## src/rtl/microseq_pkg.sv

```systemverilog
// Shared definitions for the microcode sequencer and its helpers.
// Latency: n/a (types, constants and elaboration-time helpers only).
// Backpressure: n/a.
package microseq_pkg;

    // Sequencer opcode lives in the top OP_W bits of every microword.
    localparam int OP_W = 3;

    // Conditional-jump control bits sit just above the target address:
    // bit UADDR_W+JMPC_SEL_OFS picks carry (1) or zero (0),
    // bit UADDR_W+JMPC_VAL_OFS is the flag value that makes the jump taken.
    localparam int JMPC_SEL_OFS = 1;
    localparam int JMPC_VAL_OFS = 0;

    typedef enum logic [OP_W-1:0] {
        OP_EXEC = 3'b000,
        OP_HALT = 3'b011,
        OP_JMP  = 3'b100,
        OP_JMPC = 3'b101,
        OP_CALL = 3'b110,
        OP_RET  = 3'b111
    } useq_op_e;

    // Width helper that never returns zero, so 1-entry configurations
    // still get a usable 1-bit field.
    function automatic int clog2_safe(input int n);
        return (n < 2) ? 1 : $clog2(n);
    endfunction

    // Every code that is not a sequencer op is an ordinary microword.
    function automatic useq_op_e decode_op(input logic [OP_W-1:0] code);
        case (code)
            3'b011:  return OP_HALT;
            3'b100:  return OP_JMP;
            3'b101:  return OP_JMPC;
            3'b110:  return OP_CALL;
            3'b111:  return OP_RET;
            default: return OP_EXEC;
        endcase
    endfunction

endpackage

```

## src/rtl/irq_prio_enc.sv

```systemverilog
// Fixed-priority encoder: highest set request index wins.
// Latency: purely combinational.
// Backpressure: none; output follows input in the same cycle.
module irq_prio_enc
    import microseq_pkg::*;
#(
    parameter int NUM_IRQ = 15,
    localparam int IDX_W = clog2_safe(NUM_IRQ)
) (
    input  logic [NUM_IRQ-1:0] req,
    output logic               any,
    output logic [IDX_W-1:0]   idx
);

    // Ascending scan so the last (highest) set bit overwrites lower ones.
    always_comb begin
        any = |req;
        idx = '0;
        for (int i = 0; i < NUM_IRQ; i++) begin
            if (req[i]) begin
                idx = IDX_W'(i);
            end
        end
    end

endmodule

```

## src/rtl/microseq_gen.sv

```systemverilog
// Microcode sequencer: steps an external sync ROM, resolves jump/call/ret/halt, issues microwords.
// Latency: one microword resolves per step_en; an issued word appears with uword_valid one clk after its step.
// Backpressure: none; caller paces with step_en (>=1 idle clk between strobes). Call stack enabled by MICROSEQ_STACK_EN.
module microseq_gen
    import microseq_pkg::*;
#(
    parameter int UADDR_W     = 9,
    parameter int UWORD_W     = 16,
    parameter int NUM_IRQ     = 15,
    parameter int MAX_STEPS   = 12,
    parameter int STACK_DEPTH = 4,
    parameter int IRQ_UADDR   = 400,
    parameter int IRQ_STEPS   = 12,
    localparam int SW = clog2_safe(MAX_STEPS + 1),
    localparam int IW = clog2_safe(NUM_IRQ)
) (
    input  logic               clk,
    input  logic               reset,
    input  logic               step_en,
    input  logic [UADDR_W-1:0] start_uaddr,
    input  logic [SW-1:0]      cycle_steps,
    input  logic               zero,
    input  logic               carry,
    input  logic               irq_enable,
    input  logic               irq_block,
    input  logic [NUM_IRQ-1:0] irq_req,
    input  logic [NUM_IRQ-1:0] irq_mask,
    output logic [UADDR_W-1:0] rom_addr,
    input  logic [UWORD_W-1:0] rom_data,
    output logic [UWORD_W-1:0] uword,
    output logic               uword_valid,
    output logic [SW-1:0]      stage,
    output logic               last_step,
    output logic               performing_irq,
    output logic [IW-1:0]      irq_vector,
    output logic               halted,
    output logic               stack_err,
    output logic               ss_ready
);

    if (STACK_DEPTH < 1) begin : g_cfg_check
        $error("microseq_gen: STACK_DEPTH must be at least 1");
    end

    logic [SW-1:0]      stage_q, stage_d;
    logic [UADDR_W-1:0] upc_q, upc_d;
    logic [UWORD_W-1:0] uword_q, uword_d;
    logic               uword_valid_q, uword_valid_d;
    logic               perf_q, perf_d;
    logic [IW-1:0]      vec_q, vec_d;
    logic               halted_q, halted_d;
    logic               err_q, err_d;
    logic               pending_q, pending_d;

`ifdef MICROSEQ_STACK_EN
    localparam int PW = clog2_safe(STACK_DEPTH + 1);
    logic [PW-1:0]                           sp_q, sp_d;
    logic [STACK_DEPTH-1:0][UADDR_W-1:0]     stack_q, stack_d;
    logic [UADDR_W-1:0]                      stack_top;
`endif

    logic               irq_any;
    logic [IW-1:0]      irq_idx;
    logic               eligible;
    logic               decode_step;
    logic               exec_step;
    logic               take_irq;
    logic [SW-1:0]      active_len;
    logic [UADDR_W-1:0] upc_inc;
    logic [UADDR_W-1:0] jmp_tgt;
    logic               jmpc_flag;
    useq_op_e           op;

    irq_prio_enc #(
        .NUM_IRQ (NUM_IRQ)
    ) u_prio (
        .req (irq_req & irq_mask),
        .any (irq_any),
        .idx (irq_idx)
    );

    // A request only counts when the CPU would accept it and no service is already running.
    assign eligible    = irq_any & irq_enable & ~irq_block & ~perf_q;
    assign decode_step = step_en && (stage_q == '0);
    assign exec_step   = step_en && (stage_q != '0);
    assign take_irq    = decode_step && (pending_q || eligible);
    assign active_len  = perf_q ? SW'(IRQ_STEPS) : cycle_steps;
    assign last_step   = (stage_q == active_len - SW'(1));
    assign upc_inc     = upc_q + UADDR_W'(1);
    assign jmp_tgt     = rom_data[UADDR_W-1:0];
    assign jmpc_flag   = rom_data[UADDR_W+JMPC_SEL_OFS] ? carry : zero;
    assign op          = decode_op(rom_data[UWORD_W-1 -: OP_W]);

`ifdef MICROSEQ_STACK_EN
    // Entry below the stack pointer is the return address a RET would pop.
    always_comb begin
        stack_top = '0;
        for (int i = 0; i < STACK_DEPTH; i++) begin
            if (sp_q == PW'(i + 1)) begin
                stack_top = stack_q[i];
            end
        end
    end
`endif

    // Next-state: DECODE picks the entry (interrupt or instruction), later steps resolve one word each.
    always_comb begin
        stage_d       = stage_q;
        upc_d         = upc_q;
        uword_d       = uword_q;
        uword_valid_d = 1'b0;
        perf_d        = perf_q;
        vec_d         = vec_q;
        halted_d      = halted_q;
        err_d         = err_q;
        pending_d     = pending_q;
`ifdef MICROSEQ_STACK_EN
        sp_d          = sp_q;
        stack_d       = stack_q;
`endif

        // Latch is consumed by DECODE; while servicing, eligible is low so a
        // held request re-latches only after performing_irq drops.
        if (take_irq) begin
            pending_d = 1'b0;
        end else if (eligible) begin
            pending_d = 1'b1;
        end

        if (decode_step) begin
`ifdef MICROSEQ_STACK_EN
            sp_d = '0;
`endif
            if (take_irq) begin
                perf_d   = 1'b1;
                halted_d = 1'b0;
                vec_d    = irq_idx;
                upc_d    = UADDR_W'(IRQ_UADDR);
                stage_d  = (IRQ_STEPS > 1) ? SW'(1) : '0;
            end else begin
                perf_d = 1'b0;
                // A halted core sits in DECODE until an interrupt wakes it.
                if (!halted_q) begin
                    upc_d   = start_uaddr;
                    stage_d = last_step ? '0 : SW'(1);
                end
            end
        end else if (exec_step) begin
            if (last_step) begin
                stage_d = '0;
                perf_d  = 1'b0;
            end else begin
                stage_d = stage_q + SW'(1);
            end

            case (op)
                OP_JMP: begin
                    upc_d = jmp_tgt;
                end
                OP_JMPC: begin
                    upc_d = (jmpc_flag == rom_data[UADDR_W+JMPC_VAL_OFS]) ? jmp_tgt : upc_inc;
                end
                OP_CALL: begin
`ifdef MICROSEQ_STACK_EN
                    // A full stack drops the return address but the jump still happens.
                    if (sp_q == PW'(STACK_DEPTH)) begin
                        err_d = 1'b1;
                    end else begin
                        for (int i = 0; i < STACK_DEPTH; i++) begin
                            if (sp_q == PW'(i)) begin
                                stack_d[i] = upc_inc;
                            end
                        end
                        sp_d = sp_q + PW'(1);
                    end
`endif
                    upc_d = jmp_tgt;
                end
                OP_RET: begin
`ifdef MICROSEQ_STACK_EN
                    if (sp_q == '0) begin
                        upc_d = '0;
                        err_d = 1'b1;
                    end else begin
                        sp_d  = sp_q - PW'(1);
                        upc_d = stack_top;
                    end
`else
                    // Without storage a return has nowhere to go: flag it and fall through.
                    err_d = 1'b1;
                    upc_d = upc_inc;
`endif
                end
                OP_HALT: begin
                    // Halting ends the current sequence, including an interrupt service.
                    halted_d = 1'b1;
                    stage_d  = '0;
                    perf_d   = 1'b0;
                end
                default: begin
                    uword_d       = rom_data;
                    uword_valid_d = 1'b1;
                    upc_d         = upc_inc;
                end
            endcase
        end
    end

    // State registers with synchronous reset; reset abandons any sequence in flight.
    always_ff @(posedge clk) begin
        if (reset) begin
            stage_q       <= '0;
            upc_q         <= '0;
            uword_q       <= '0;
            uword_valid_q <= 1'b0;
            perf_q        <= 1'b0;
            vec_q         <= '0;
            halted_q      <= 1'b0;
            err_q         <= 1'b0;
            pending_q     <= 1'b0;
`ifdef MICROSEQ_STACK_EN
            sp_q          <= '0;
`endif
        end else begin
            stage_q       <= stage_d;
            upc_q         <= upc_d;
            uword_q       <= uword_d;
            uword_valid_q <= uword_valid_d;
            perf_q        <= perf_d;
            vec_q         <= vec_d;
            halted_q      <= halted_d;
            err_q         <= err_d;
            pending_q     <= pending_d;
`ifdef MICROSEQ_STACK_EN
            sp_q          <= sp_d;
`endif
        end
    end

`ifdef MICROSEQ_STACK_EN
    // Stack storage needs no reset: entries are only read below a valid pointer.
    always_ff @(posedge clk) begin
        stack_q <= stack_d;
    end
`endif

    assign rom_addr       = upc_q;
    assign uword          = uword_q;
    assign uword_valid    = uword_valid_q;
    assign stage          = stage_q;
    assign performing_irq = perf_q;
    assign irq_vector     = vec_q;
    assign halted         = halted_q;
    assign stack_err      = err_q;
    assign ss_ready       = (stage_q == '0) && !pending_q && !eligible && !irq_block;

endmodule

```

## config.mk

```make
export PLATFORM = sky130hd
export DESIGN_NAME = microseq_gen
export DESIGN_NICKNAME = d
export VERILOG_FILES = /design/src/rtl/microseq_pkg.sv /design/src/rtl/irq_prio_enc.sv /design/src/rtl/microseq_gen.sv
export SDC_FILE = /design/constraint.sdc
export NUM_CORES = 1
export LEC_CHECK = 0
export CORE_ASPECT_RATIO = 0.6
export CORE_UTILIZATION = 38
export CTS_BUF_LIST = sky130_fd_sc_hd__clkbuf_2 sky130_fd_sc_hd__clkbuf_4 sky130_fd_sc_hd__clkbuf_8
export CTS_CLUSTER_DIAMETER = 50
export DETAILED_ROUTE_END_ITERATION = 16
export GPL_TIMING_DRIVEN = 0
export PLACE_DENSITY = 0.8
export REMOVE_ABC_BUFFERS = 1
export SLEW_MARGIN = 30
export SYNTH_ARGS = -nofsm -noshare
export SYNTH_HDL_FRONTEND = slang
export SYNTH_SLANG_ARGS = --single-unit
```

## constraint.sdc

```tcl
create_clock -name clk -period 2.2 [get_ports clk]
set_input_delay 0.44 -clock clk [delete_from_list [all_inputs] [get_ports clk]]
set_output_delay 0.44 -clock clk [all_outputs]
set_load 0.02 [all_outputs]
```

# Word-level counts from Yosys, hierarchy flattened
# Cells that the tools add are included.
[op_classes] add_sub_neg=3 n_eq_ne=15 mux=40 bitwise=9 reduce_logical=27
[op_table] cell="two-way mux 4 bit" count=14
[op_table] cell="two-way mux 9 bit" count=5
[op_table] cell="case mux 9 bit (3 select lines)" count=1
[op_table] cell="equality test 3 bit (second input constant)" count=8
[op_table] cell="AND 15 bit" count=1
[op_table] cell="case mux 3 bit (5 select lines)" count=1
[op_table] cell="OR reduction 15 bit" count=1
[op_table] cell="two-way mux 1 bit" count=13
[op_table] cell="two-way mux 3 bit" count=4
[op_table] cell="AND reduction 3 bit" count=4
[op_table] cell="adder 9 x 1 -> 9 bit (second input constant)" count=1
[op_table] cell="equality test 3 x 2 -> 1 bit (second input constant)" count=2
[op_table] cell="logical AND 1 bit" count=6
[op_table] cell="AND reduction 2 bit" count=3
[op_table] cell="inverter 1 bit" count=5
[op_table] cell="OR reduction 5 bit" count=1
[op_table] cell="adder 4 x 1 -> 4 bit (second input constant)" count=1
[op_table] cell="equality test 4 bit" count=1
[op_table] cell="logical NOT 4 bit" count=1
[op_table] cell="two-way mux 2 bit" count=2
[op_table] cell="nonzero test 2 bit" count=2
[op_table] cell="nonzero test 4 bit" count=1
[op_table] cell="OR reduction 2 bit" count=2
[op_table] cell="subtractor 4 x 1 -> 4 bit (second input constant)" count=1
[op_table] cell="9 further kinds" count=13
[word_totals] reg_bits=38 in_bits=66 output_inout_bits=39 elab_cells=103

# Longest topological paths before layout
# Gate-level depths: netlist of run 1.
[logic_depth] ltp_word=15 mapped_depth=9 mapped_depth_nobuf=9

# Modules after synthesis
# Synthesis of run 1 repeated with hierarchy kept, for this count alone.
[unflattened] hier_cells=302 hier_area_um2=2333.5
[modules_own_cells] module="microseq_gen" n_inst=1 cells_each=276 area_each_um2=2183.3 seq_area_each_um2=760.7
[modules_own_cells] module="irq_prio_enc" n_inst=1 cells_each=26 area_each_um2=150.1 seq_area_each_um2=0.0

# Worst setup path before layout of run 1
# OpenSTA, ideal clock, no wires.
[synth_path] path_kind="in2out" startpoint="input irq_req[14]" endpoint="output ss_ready" t_arrival_ns=1.934 t_required_ns=1.760 setup_slack_ns=-0.174 cell_stages=4 path_buffers=0 path_cell_list="a222oi_1 > nand3_1 > o21a_2 > nor4_1"
[synth_via] elab_chain_len=8
[synth_rtl] item="from (decl)" line_no="microseq_gen.sv:26" source="input logic [NUM_IRQ-1:0] irq_req,"
[synth_rtl] item="AND 15 bit" line_no="microseq_gen.sv:77" source=".req (irq_req & irq_mask),"
[synth_rtl] item="OR reduction 15 bit" line_no="irq_prio_enc.sv:17" source="any = |req;"
[synth_rtl] item="AND 1 bit (3 in series)" line_no="microseq_gen.sv:83" source="assign eligible = irq_any & irq_enable & ~irq_block & ~perf_q;"
[synth_rtl] item="logical NOT 1 bit" line_no="microseq_gen.sv:255" source="assign ss_ready = (stage_q == '0) && !pending_q && !eligible && !irq_block;"
[synth_rtl] item="logical AND 1 bit (2 in series)" line_no="microseq_gen.sv:255"
[synth_rtl] item="to (decl)" line_no="microseq_gen.sv:38" source="output logic ss_ready"
# Every way passes these cells.

# Worst setup path in the final report of run 1
[layout_path] startpoint="register perf_q (netlist: performing_irq)" endpoint="output last_step"
[layout_via] elab_chain_len=3
[layout_rtl] item="from (decl)" line_no="microseq_gen.sv:49" source="logic perf_q, perf_d;"
[layout_rtl] item="from (signal assigned)" line_no="microseq_gen.sv:229" source="perf_q <= perf_d;"
[layout_rtl] item="two-way mux 4 bit" line_no="microseq_gen.sv:87" source="assign active_len = perf_q ? SW'(IRQ_STEPS) : cycle_steps;"
[layout_rtl] item="subtractor 4 x 1 -> 4 bit" line_no="microseq_gen.sv:88" source="assign last_step = (stage_q == active_len - SW'(1));"
[layout_rtl] item="equality test 4 bit" line_no="microseq_gen.sv:88"
[layout_rtl] item="to (decl)" line_no="microseq_gen.sv:33" source="output logic last_step,"
# Every way passes these cells.

==> results.sh, run 1 <==
export IMPL_status="finished, violations left"
export IMPL_violations="negative setup slack"
export IMPL_via_per_inst=5.35
export IMPL_cts_buffers_inserted=5
export IMPL_start_kind="register"
export IMPL_crit_type="register to output pin"
export IMPL_setup_slack_ns=-0.328
export IMPL_cts_hold_buffers=0
export IMPL_cts_clk_slew_worst_paths_ns=0.07
export IMPL_routed_wl_mm=7.17
export IMPL_ioPinCount=105
export IMPL_dr_pass1_iters=4
export IMPL_setup_tns_ns=-1.36
export IMPL_insertion_delay_ns=0.28
export IMPL_peakVddDrop_mv=0.246
export IMPL_grt_pass1_wl_mm=10.9
export IMPL_synthArstFlopShare_pct=0
export IMPL_skew_ns=0.00376
export IMPL_period_share_pct=115
export IMPL_synthCells=258
export IMPL_finalHoldViolCount=0
export IMPL_die_y_um=61.5
export IMPL_clockBufferDepth=2
export IMPL_grt_pass1_vias=2286
export IMPL_yosysWarnings=0
export IMPL_num_rows=21
export IMPL_end_kind="output pin"
export IMPL_numPortBuffers=104
export IMPL_hp_class="register to register"
export IMPL_busiest_layer="met2"
export IMPL_tightest_slew_ns=0.482
export IMPL_grt_setup_unrepaired="yes"
export IMPL_grt_max_degree=26
export IMPL_gr_usage_met3_pct=5.68
export IMPL_slew_viol_final=0
export IMPL_synth_cell_types=54
export IMPL_min_period_ns=2.53
export IMPL_first_iter_violations=179
export IMPL_cp_required_ns=1.76
export IMPL_grt_use_met2_pct=36.7
export IMPL_grt_use_met1_pct=31.2
export IMPL_die_area_sq_um=6210
export IMPL_grtUsageTotal_pct=22.8
export IMPL_coreArea_sq_um=5620
export IMPL_die_w_um=101
export IMPL_vias=2463
export IMPL_antenna_found_initial=0
export IMPL_cts_htree_levels=2
export IMPL_setup_violations_final=7
export IMPL_grt_remaining_overflow=0
export IMPL_ys_seq_elements=38
export IMPL_place_congestion=0.820
export IMPL_syn_to_final_growth_pct=69.1
export IMPL_initial_core_util_pct=39.8
export IMPL_syn_avg_cell_area_sq_um=8.68
export IMPL_max_freq_mhz=396
export IMPL_leakage_nw=1.60
export IMPL_cp_max_fo=3
export IMPL_crit_arrival_ns=2.09
export IMPL_utilization_pct=67.3
export IMPL_cts_sinks=38
export IMPL_drt_antenna_violating_nets=0
export IMPL_final_layout_size_suffix_gt1_share_pct=21.1
export IMPL_syn_area_sq_um=2240
export IMPL_ys_seq_area_share_pct=34.0
export IMPL_diodes=0
export IMPL_cts_root_buf="clkbuf_8"
export IMPL_maxCapViolCount=0
export IMPL_synth_edff_count=0
export IMPL_final_nets=449
export IMPL_drt_wirelength_per_cell_um=15.6
export IMPL_drc=0
export IMPL_synth_main_ff_cell="dfxtp_1"
export IMPL_cts_tree="done"
export IMPL_dp_hpwl_mm=5.02
export IMPL_relSlewSlack_pct=67.8
export IMPL_powerDensity_nw_per_um2=515
## cells in the mapped netlist, types with 3 or more instances
master    number  area share (%)
o21ai_0        3            0.67
a211oi_1       5             1.7
a21oi_1       12             2.7
o21ai_1        3            0.67
clkbuf_1       6             1.0
a222oi_1       3             1.3
xor2_1         4             1.6
nand2_1       27             4.5
xnor2_1        6             2.3
nor3_1         6             1.3
mux2i_1       18             8.0
a22oi_1        9             3.0
o211ai_1       6             2.0
and3b_1        3             1.2
a311oi_2       3             2.0
nor2_1        33             5.5
a31oi_1        3            0.84
dfxtp_1       38              34
inv_1          7             1.2
nand3_1       10             2.2
nor3b_1        3             1.0
ha_1           4             2.2
nand4_1        3            0.84
o221ai_1       3             1.2
mux2_2         3             1.5
## power breakdown
part           switching (mW)  total (mW)  internal [mW]
clock                   0.235       0.500          0.265
combinational           0.324       0.681          0.357
sequential             0.0418       0.769          0.727
## worst paths after layout
kind / from / endpoint / slack, ns / cells after the start
min reg2reg: stack_err / stack_err / 0.48 / 2
max: performing_irq / last_step / -0.33 / 9
max reg2reg: performing_irq / performing_irq / -0.28 / 14
min: stack_err / stack_err / 0.48 / 2
## through the flow
| step | std cells | power (mW) | setup slack (ns) | cell area [sq um] | hold WS, ns |
|---|---|---|---|---|---|
| after global placement | 431 | 1.33 | -1.22 | 3320 | 0.453 |
| final | 460 | 1.95 | -0.328 | 3790 | 0.479 |
| after CTS | 454 | 1.91 | -0.338 | 3630 | 0.482 |
| after floorplan | 247 | 1.06 | -0.174 | 2180 | 0.505 |
| after detailed placement | 432 | 1.35 | -1.27 | 3350 | 0.463 |
| after global routing | 460 | 2.05 | -0.389 | 3790 | 0.492 |
## area by class of cell
class,instances,area [sq um]
Fill cell,460,1840
Multi-Input combinational cell,202,1560
Tap cell,80,100
Clock inverter,1,5.00
Clock buffer,7,90.1
Sequential cell,38,768
Timing Repair Buffer,125,1240
Inverter,7,28.8
## sequential cells by signal (all words and copies together) (netlist names)
signal and count:
uword 16, rom_addr 9, irq_vector 4, stage 4
halted 1, pending_q 1, performing_irq 1, stack_err 1
uword_valid 1
## placed cells by master, fill, tap and decap left out, types with 4 or more instances in the layout
| cell | Yosys | final |
|---|---|---|
| clkdlybuf4s50_1 | 0 | 76 |
| dfxtp_1 | 38 | 34 |
| nor2_1 | 33 | 33 |
| nand2_1 | 27 | 22 |
| buf_4 | 1 | 18 |
| mux2i_1 | 18 | 16 |
| dlymetal6s2s_1 | 0 | 13 |
| a21oi_1 | 12 | 10 |
| nand3_1 | 10 | 8 |
| o211ai_1 | 6 | 6 |
| xnor2_1 | 6 | 6 |
| nor3_1 | 6 | 6 |
| a22oi_2 | 0 | 6 |
| clkbuf_8 | 0 | 6 |
| dlygate4sd2_1 | 0 | 6 |
| a211oi_1 | 5 | 5 |
| inv_1 | 7 | 4 |
| o21ai_1 | 3 | 4 |
| clkdlybuf4s15_1 | 0 | 4 |
| buf_6 | 2 | 4 |
## kinds of logic (layout without fill, tap and decap cells)
family / after synthesis / count (layout) / share of synthesized area [%]
AOI/OAI and AO/OA: 65 / 65 / 22.9
DFF: 38 / 38 / 34.0
buffers and inverters: 18 / 140 / 3.97
xor gates and xnor gates: 11 / 11 / 4.92
adders and majority gates: 4 / 4 / 2.24
muxes: 21 / 21 / 9.56
and+or+nand+nor: 101 / 101 / 22.4
## worst max-delay path, stage by stage (launching register included)
cell,delay [ns]
dfxtp_4,0.36
inv_4,0.08
nand2_4,0.05
ha_4,0.16
xor2_2,0.15
or4b_4,0.54
a31oi_4,0.21
nand2_2,0.09
inv_2,0.06
buf_6,0.10
## routing by layer
layer	part of all wire, %	vias up
met5	0	-
met4	0.33	0
met3	7.5	4
met2	45	87
met1	47	1168
li1	-	1204
## timing repair
action	in CTS	in global routing
endpoints found under the setup margin	37	37
pin swaps	22	19
buffers inserted	18	6
resized for setup	51	41
(Power assumes the default switching activity.)
==> run 2: changes to the inputs <==
--- a/config.mk
+++ b/config.mk
@@ -6,12 +6,14 @@
 export NUM_CORES = 1
 export LEC_CHECK = 0
 export CORE_ASPECT_RATIO = 0.6
-export CORE_UTILIZATION = 38
+export CORE_UTILIZATION = 55
 export CTS_BUF_LIST = sky130_fd_sc_hd__clkbuf_2 sky130_fd_sc_hd__clkbuf_4 sky130_fd_sc_hd__clkbuf_8
 export CTS_CLUSTER_DIAMETER = 50
 export DETAILED_ROUTE_END_ITERATION = 16
+export DONT_BUFFER_PORTS = 1
 export GPL_TIMING_DRIVEN = 0
-export PLACE_DENSITY = 0.8
+export HOLD_SLACK_MARGIN = 0.1
+export PLACE_DENSITY = 0.75
 export REMOVE_ABC_BUFFERS = 1
 export SLEW_MARGIN = 30
 export SYNTH_ARGS = -nofsm -noshare
==> run 2 against run 1 <==
The run ends with design-rule violations, negative setup slack left; non-clock buffer count shrank 115; register-to-register slack gained 0.24 ns; utilization up 0.15 points; first-iteration DRC count down 10%; die area shrank 30%; critical path depth fell by 1; sequential share of layout area increased by 9.9 points; via count decreased by 19%; hold slack got worse by 0.27 ns; critical path type unchanged; critical endpoint unchanged; largest power group unchanged.
==> results.sh, run 2 (synthesis gave the netlist of run 1 again) <==
export IMPL_status="finished, violations left"
export IMPL_violations="design-rule violations, negative setup slack"
export IMPL_pwr_share_comb_pct=21.1
export IMPL_setup_slack_ns=-0.302
export IMPL_p_sw_mw=0.508
export IMPL_drt_antenna_violating_nets=0
export IMPL_drt_wirelength_per_cell_um=17.7
export IMPL_max_freq_mhz=400
export IMPL_utilization_pct=67.5
export IMPL_p_clk_share_pct=29.7
export IMPL_dr_pass1_iters=10
export IMPL_largest_reg_flops=16
export IMPL_die_w_um=84.4
export IMPL_tightest_slew_ns=0.606
export IMPL_relSlewSlack_pct=59.5
export IMPL_cts_sinks=38
export IMPL_cts_root_buf="clkbuf_8"
export IMPL_grt_setup_unrepaired="yes"
export IMPL_first_iter_violations=161
export IMPL_diodes=0
export IMPL_end_kind="output pin"
export IMPL_ioPinCount=105
export IMPL_min_period_ns=2.50
export IMPL_routed_wl_mm=5.53
export IMPL_grt_max_degree=40
export IMPL_cp_required_ns=1.76
export IMPL_grt_remaining_overflow=0
export IMPL_cts_clk_slew_worst_paths_ns=0.07
export IMPL_slew_viol_final=0
export IMPL_seqPwrFrac_pct=49.2
export IMPL_antenna_found_initial=0
export IMPL_place_congestion=0.804
export IMPL_internal_power_mw=1.16
export IMPL_finalHoldViolCount=0
export IMPL_leakage_nw=1.01
export IMPL_start_kind="register"
export IMPL_via_per_inst=6.42
export IMPL_mostFrequentLayoutCell="dfxtp_1"
export IMPL_dp_slack_ns=-0.384
export IMPL_period_share_pct=114
export IMPL_numPortBuffers=0
export IMPL_syn_to_final_growth_pct=14.1
export IMPL_layout_common_cells="34 x dfxtp_1, 33 x nor2_1, 23 x nand2_1"
export IMPL_crit_type="register to output pin"
export IMPL_drc=7
export IMPL_die_y_um=51.4
export IMPL_maxCapViolCount=0
export IMPL_hp_class="primary input to register"
export IMPL_grt_pass1_vias=1873
export IMPL_peakVddDrop_mv=0.472
export IMPL_powerDensity_nw_per_um2=654
export IMPL_grt_pass1_wl_mm=8.97
export IMPL_n_fill_cell=308
export IMPL_setup_violations_final=6
export IMPL_die_area_sq_um=4340
export IMPL_cts_htree_levels=2
export IMPL_clockBufferDepth=2
export IMPL_coreArea_sq_um=3790
export IMPL_dp_hpwl_mm=3.96
export IMPL_setup_tns_ns=-0.437
export IMPL_crit_arrival_ns=2.06
export IMPL_final_layout_size_suffix_gt1_share_pct=20.0
export IMPL_skew_ns=0.00616
export IMPL_holdWs_ns=0.207
export IMPL_final_nets=334
export IMPL_p_sw_share_pct=30.4
export IMPL_cts_tree="done"
export IMPL_insertion_delay_ns=0.28
export IMPL_grtUsageTotal_pct=26.9
export IMPL_power_mw=1.67
export IMPL_max_stage_delay_ns=0.49
export IMPL_num_rows=17
export IMPL_timing_critical_path_slowest_stage_cell="or4b_1"
export IMPL_vias=2003
export IMPL_cts_buffers_inserted=5
export IMPL_initial_core_util_pct=59.1
export IMPL_cp_cell_sequence="inv_6 -> nand2_4 -> ha_4 -> xor2_2 -> or4b_1 -> a31oi_2 -> nand2_1 -> inv_2"
export IMPL_cp_max_fo=7
export IMPL_cts_hold_buffers=0
-- run 2: changes by cell type in the layout (fill, tap and decap cells not counted), sizes merged --
| cell | delta |
|---|---|
| clkbuf | -1 |
| clkdlybuf4s50 | -76 |
| dlymetal6s2s | -13 |
| clkdlybuf4s15 | -4 |
| buf | -15 |
| dlygate4sd2 | -6 |
-- run 2: final timing paths --
check / from / endpoint / slack [ns] / cells past startpoint
hold / removal: reset / stage[1] / 0.21 / 1
setup / recovery: performing_irq / last_step / -0.30 / 8
hold reg to reg: stage[1] / stage[1] / 0.56 / 2
setup reg to reg: performing_irq / performing_irq / -0.04 / 14
-- run 2: power groups by stage --
stage | sequential [mW] | combinational (mW) | clock [mW]
after CTS | 0.820 | 0.326 | 0.505
after detailed placement | 0.834 | 0.287 | 0
after global routing | 0.829 | 0.393 | 0.543
final | 0.821 | 0.352 | 0.496
after global placement | 0.833 | 0.281 | 0
after floorplan | 0.821 | 0.239 | 0
-- run 2: worst max-delay path: cells and delay by family (launching register included) --
| family | cells | cell delay, ns |
|---|---|---|
| XOR/XNOR | 1 | 0.14 |
| buffers and inverters | 2 | 0.21 |
| AO/OA/AOI/OAI | 1 | 0.22 |
| adder cells (fa/ha/maj) | 1 | 0.16 |
| flip-flops | 1 | 0.40 |
| AND/OR/NAND/NOR | 3 | 0.65 |
-- run 2: what timing repair did --
action	in CTS	in global routing
setup endpoints to repair	38	27
gates resized for setup	20	18
pin swaps	15	12
gates cloned	0	0
setup buffers	10	8
-- run 2: stage by stage --
step	instance area (sq um)	cells
6_report	2550	312
5_1_grt	2550	312
4_1_cts	2470	311
3_5_place_dp	2240	294
3_3_place_gp	2230	294
2_1_floorplan	2180	247
-- run 2: area by class of cell --
cell class	count	area, sq um	share of cell area, %
clock buffer	7	90.1	3.53
clock inverter	1	5.00	0.196
inverter	7	31.3	1.22
multi-input combinational	202	1500	58.8
sequential	38	771	30.2
tap	47	58.8	2.30
timing repair buffer	10	97.6	3.82
-- run 2: per-layer routing --
metal | GRT usage [%] | vias up | wire [um]
li1 | - | 981 | -
met1 | 36.7 | 919 | 2580
met2 | 41.5 | 98 | 2360
met3 | 9.21 | 5 | 576
met4 | 5.65 | 0 | 19
met5 | 0 | - | 0
==> run 3: changes to the inputs <==
--- a/config.mk
+++ b/config.mk
@@ -13,7 +13,7 @@
 export DONT_BUFFER_PORTS = 1
 export GPL_TIMING_DRIVEN = 0
 export HOLD_SLACK_MARGIN = 0.1
-export PLACE_DENSITY = 0.75
+export PLACE_DENSITY = 0.72
 export REMOVE_ABC_BUFFERS = 1
 export SLEW_MARGIN = 30
 export SYNTH_ARGS = -nofsm -noshare
==> constraint.sdc (replaced) <==
create_clock -name clk -period 2.9 [get_ports clk]
set_input_delay 0.58 -clock clk [delete_from_list [all_inputs] [get_ports clk]]
set_output_delay 0.58 -clock clk [all_outputs]
set_load 0.02 [all_outputs]
==> run 3 against run 2 <==
The flow finishes with violations (design-rule violations); die area unchanged; clock-buffer cell count down 2; global-route usage down 1.4 points; hold slack better by 0.15 ns; final area down 5.5%; register-to-register slack better by 0.43 ns; highest routed layer unchanged; routed wire length down 2.0%; utilization down 3.7 points; critical path depth unchanged; flip-flop and latch count unchanged.
==> results.sh, run 3 (synthesis gave the netlist of run 1 again) <==
export IMPL_dp_slack_ns=0.0212
export IMPL_holdWs_ns=0.353
export IMPL_period_share_pct=96.9
export IMPL_drt_wirelength_per_cell_um=17.9
export IMPL_drc=13
export IMPL_numPortBuffers=0
export IMPL_status="finished, violations left"
export IMPL_die_y_um=51.4
export IMPL_place_congestion=0.782
export IMPL_largest_reg_flops=16
export IMPL_grtUsageTotal_pct=25.5
export IMPL_stdcell_count=303
export IMPL_skew_ns=0.00522
export IMPL_finalHoldViolCount=0
export IMPL_grt_pass1_wl_mm=8.49
export IMPL_hold_start="reset"
export IMPL_min_period_ns=2.81
export IMPL_via_per_inst=6.47
export IMPL_leakage_nw=0.956
export IMPL_place_area_sq_um=2250
export IMPL_cts_buffers_inserted=5
export IMPL_grt_remaining_overflow=0
export IMPL_die_area_sq_um=4340
export IMPL_dr_pass1_iters=10
export IMPL_cp_max_fo=7
export IMPL_n_fill_cell=324
export IMPL_powerDensity_nw_per_um2=576
export IMPL_post_route_cell_area_sq_um=2410
export IMPL_seqCellArea_sq_um=764
export IMPL_layout_common_cells="37 x dfxtp_1, 33 x nor2_1, 26 x nand2_1"
export IMPL_antenna_found_initial=0
export IMPL_initial_core_util_pct=59.1
export IMPL_slew_viol_final=0
export IMPL_violations="design-rule violations"
export IMPL_multiInputGateArea_sq_um=1420
export IMPL_cts_root_buf="clkbuf_8"
export IMPL_end_kind="output pin"
export IMPL_dp_hpwl_mm=4.00
export IMPL_reg2reg_from="stage[0]"
export IMPL_ioPinCount=105
export IMPL_clockBufferDepth=2
export IMPL_coreArea_sq_um=3790
export IMPL_first_iter_violations=194
export IMPL_post_cts_buffers=0
export IMPL_tightest_slew_ns=0.913
export IMPL_hp_class="primary input to register"
export IMPL_place_inst=295
export IMPL_crit_type="register to output pin"
export IMPL_syn_to_final_growth_pct=7.88
export IMPL_start_kind="register"
export IMPL_cts_clk_slew_worst_paths_ns=0.08
export IMPL_mostFrequentLayoutCell="dfxtp_1"
export IMPL_peakVddDrop_mv=0.369
export IMPL_maxCapViolCount=0
export IMPL_final_layout_size_suffix_gt1_share_pct=11.7
export IMPL_final_nets=325
export IMPL_vias=1959
export IMPL_crit_arrival_ns=2.23
export IMPL_routed_wl_mm=5.42
export IMPL_setup_tns_ns=0
export IMPL_setup_slack_ns=0.0901
export IMPL_drt_antenna_violating_nets=0
export IMPL_startpoint="performing_irq"
export IMPL_cts_tree="done"
export IMPL_cp_required_ns=2.32
export IMPL_cts_htree_levels=2
export IMPL_relSlewSlack_pct=39.0
export IMPL_grt_pass1_vias=1797
export IMPL_cts_sinks=38
export IMPL_die_w_um=84.4
export IMPL_diodes=0
export IMPL_setup_violations_final=0
export IMPL_num_rows=17
export IMPL_grt_max_degree=40
export IMPL_max_freq_mhz=356
export IMPL_insertion_delay_ns=0.29
-- run 3: power by group --
| part | leakage [nW] | internal (mW) | switching [mW] |
|---|---|---|---|
| clock | 0.0683 | 0.345 | 0.194 |
| sequential | 0.311 | 0.551 | 0.0702 |
| combinational | 0.577 | 0.104 | 0.128 |
-- run 3: critical path: stages, from the launching register on --
cell	delay [ns]
dfxtp_4	0.39
inv_1	0.11
nand2_1	0.08
ha_1	0.21
xor2_1	0.17
or4b_4	0.53
a31oi_4	0.25
nand2_2	0.10
inv_2	0.11
-- run 3: routing by layer --
| layer | part of all wire (%) | GRT usage (%) |
|---|---|---|
| met1 | 48 | 35.7 |
| met2 | 42 | 37.6 |
| met3 | 10 | 8.89 |
| met4 | 0.15 | 5.93 |
| met5 | 0 | 0 |
-- run 3: repair_timing --
| action | CTS | global route |
|---|---|---|
| setup endpoints to repair | 1 | 2 |
| hold buffers | 0 | 0 |
| hold endpoints to repair | 0 | 0 |
| gates resized for setup | 1 | 7 |
-- run 3: final cells by class --
class | count | area share, %
Inverter | 7 | 1.09
Clock buffer | 5 | 2.85
Multi-Input combinational cell | 202 | 58.9
Sequential cell | 38 | 31.7
Timing Repair Buffer | 1 | 0.207
Tap cell | 47 | 2.44
Clock inverter | 3 | 2.85
-- run 3: through the flow --
step	total power, mW	util (%)
2_1_floorplan	0.804	-
3_3_place_gp	0.846	59.0
3_5_place_dp	0.853	59.3
4_1_cts	1.39	63.0
5_1_grt	1.46	63.8
6_report	1.39	63.8
-- run 3: path summary, 6_finish.rpt --
| kind | slack (ns) | cells past startpoint | end |
|---|---|---|---|
| worst min register to register | 0.59 | 2 | irq_vector[0] |
| worst max register to register | 0.39 | 7 | uword[9] |
| worst max-delay path | 0.09 | 8 | last_step |
| worst min-delay path | 0.35 | 1 | uword[13] |
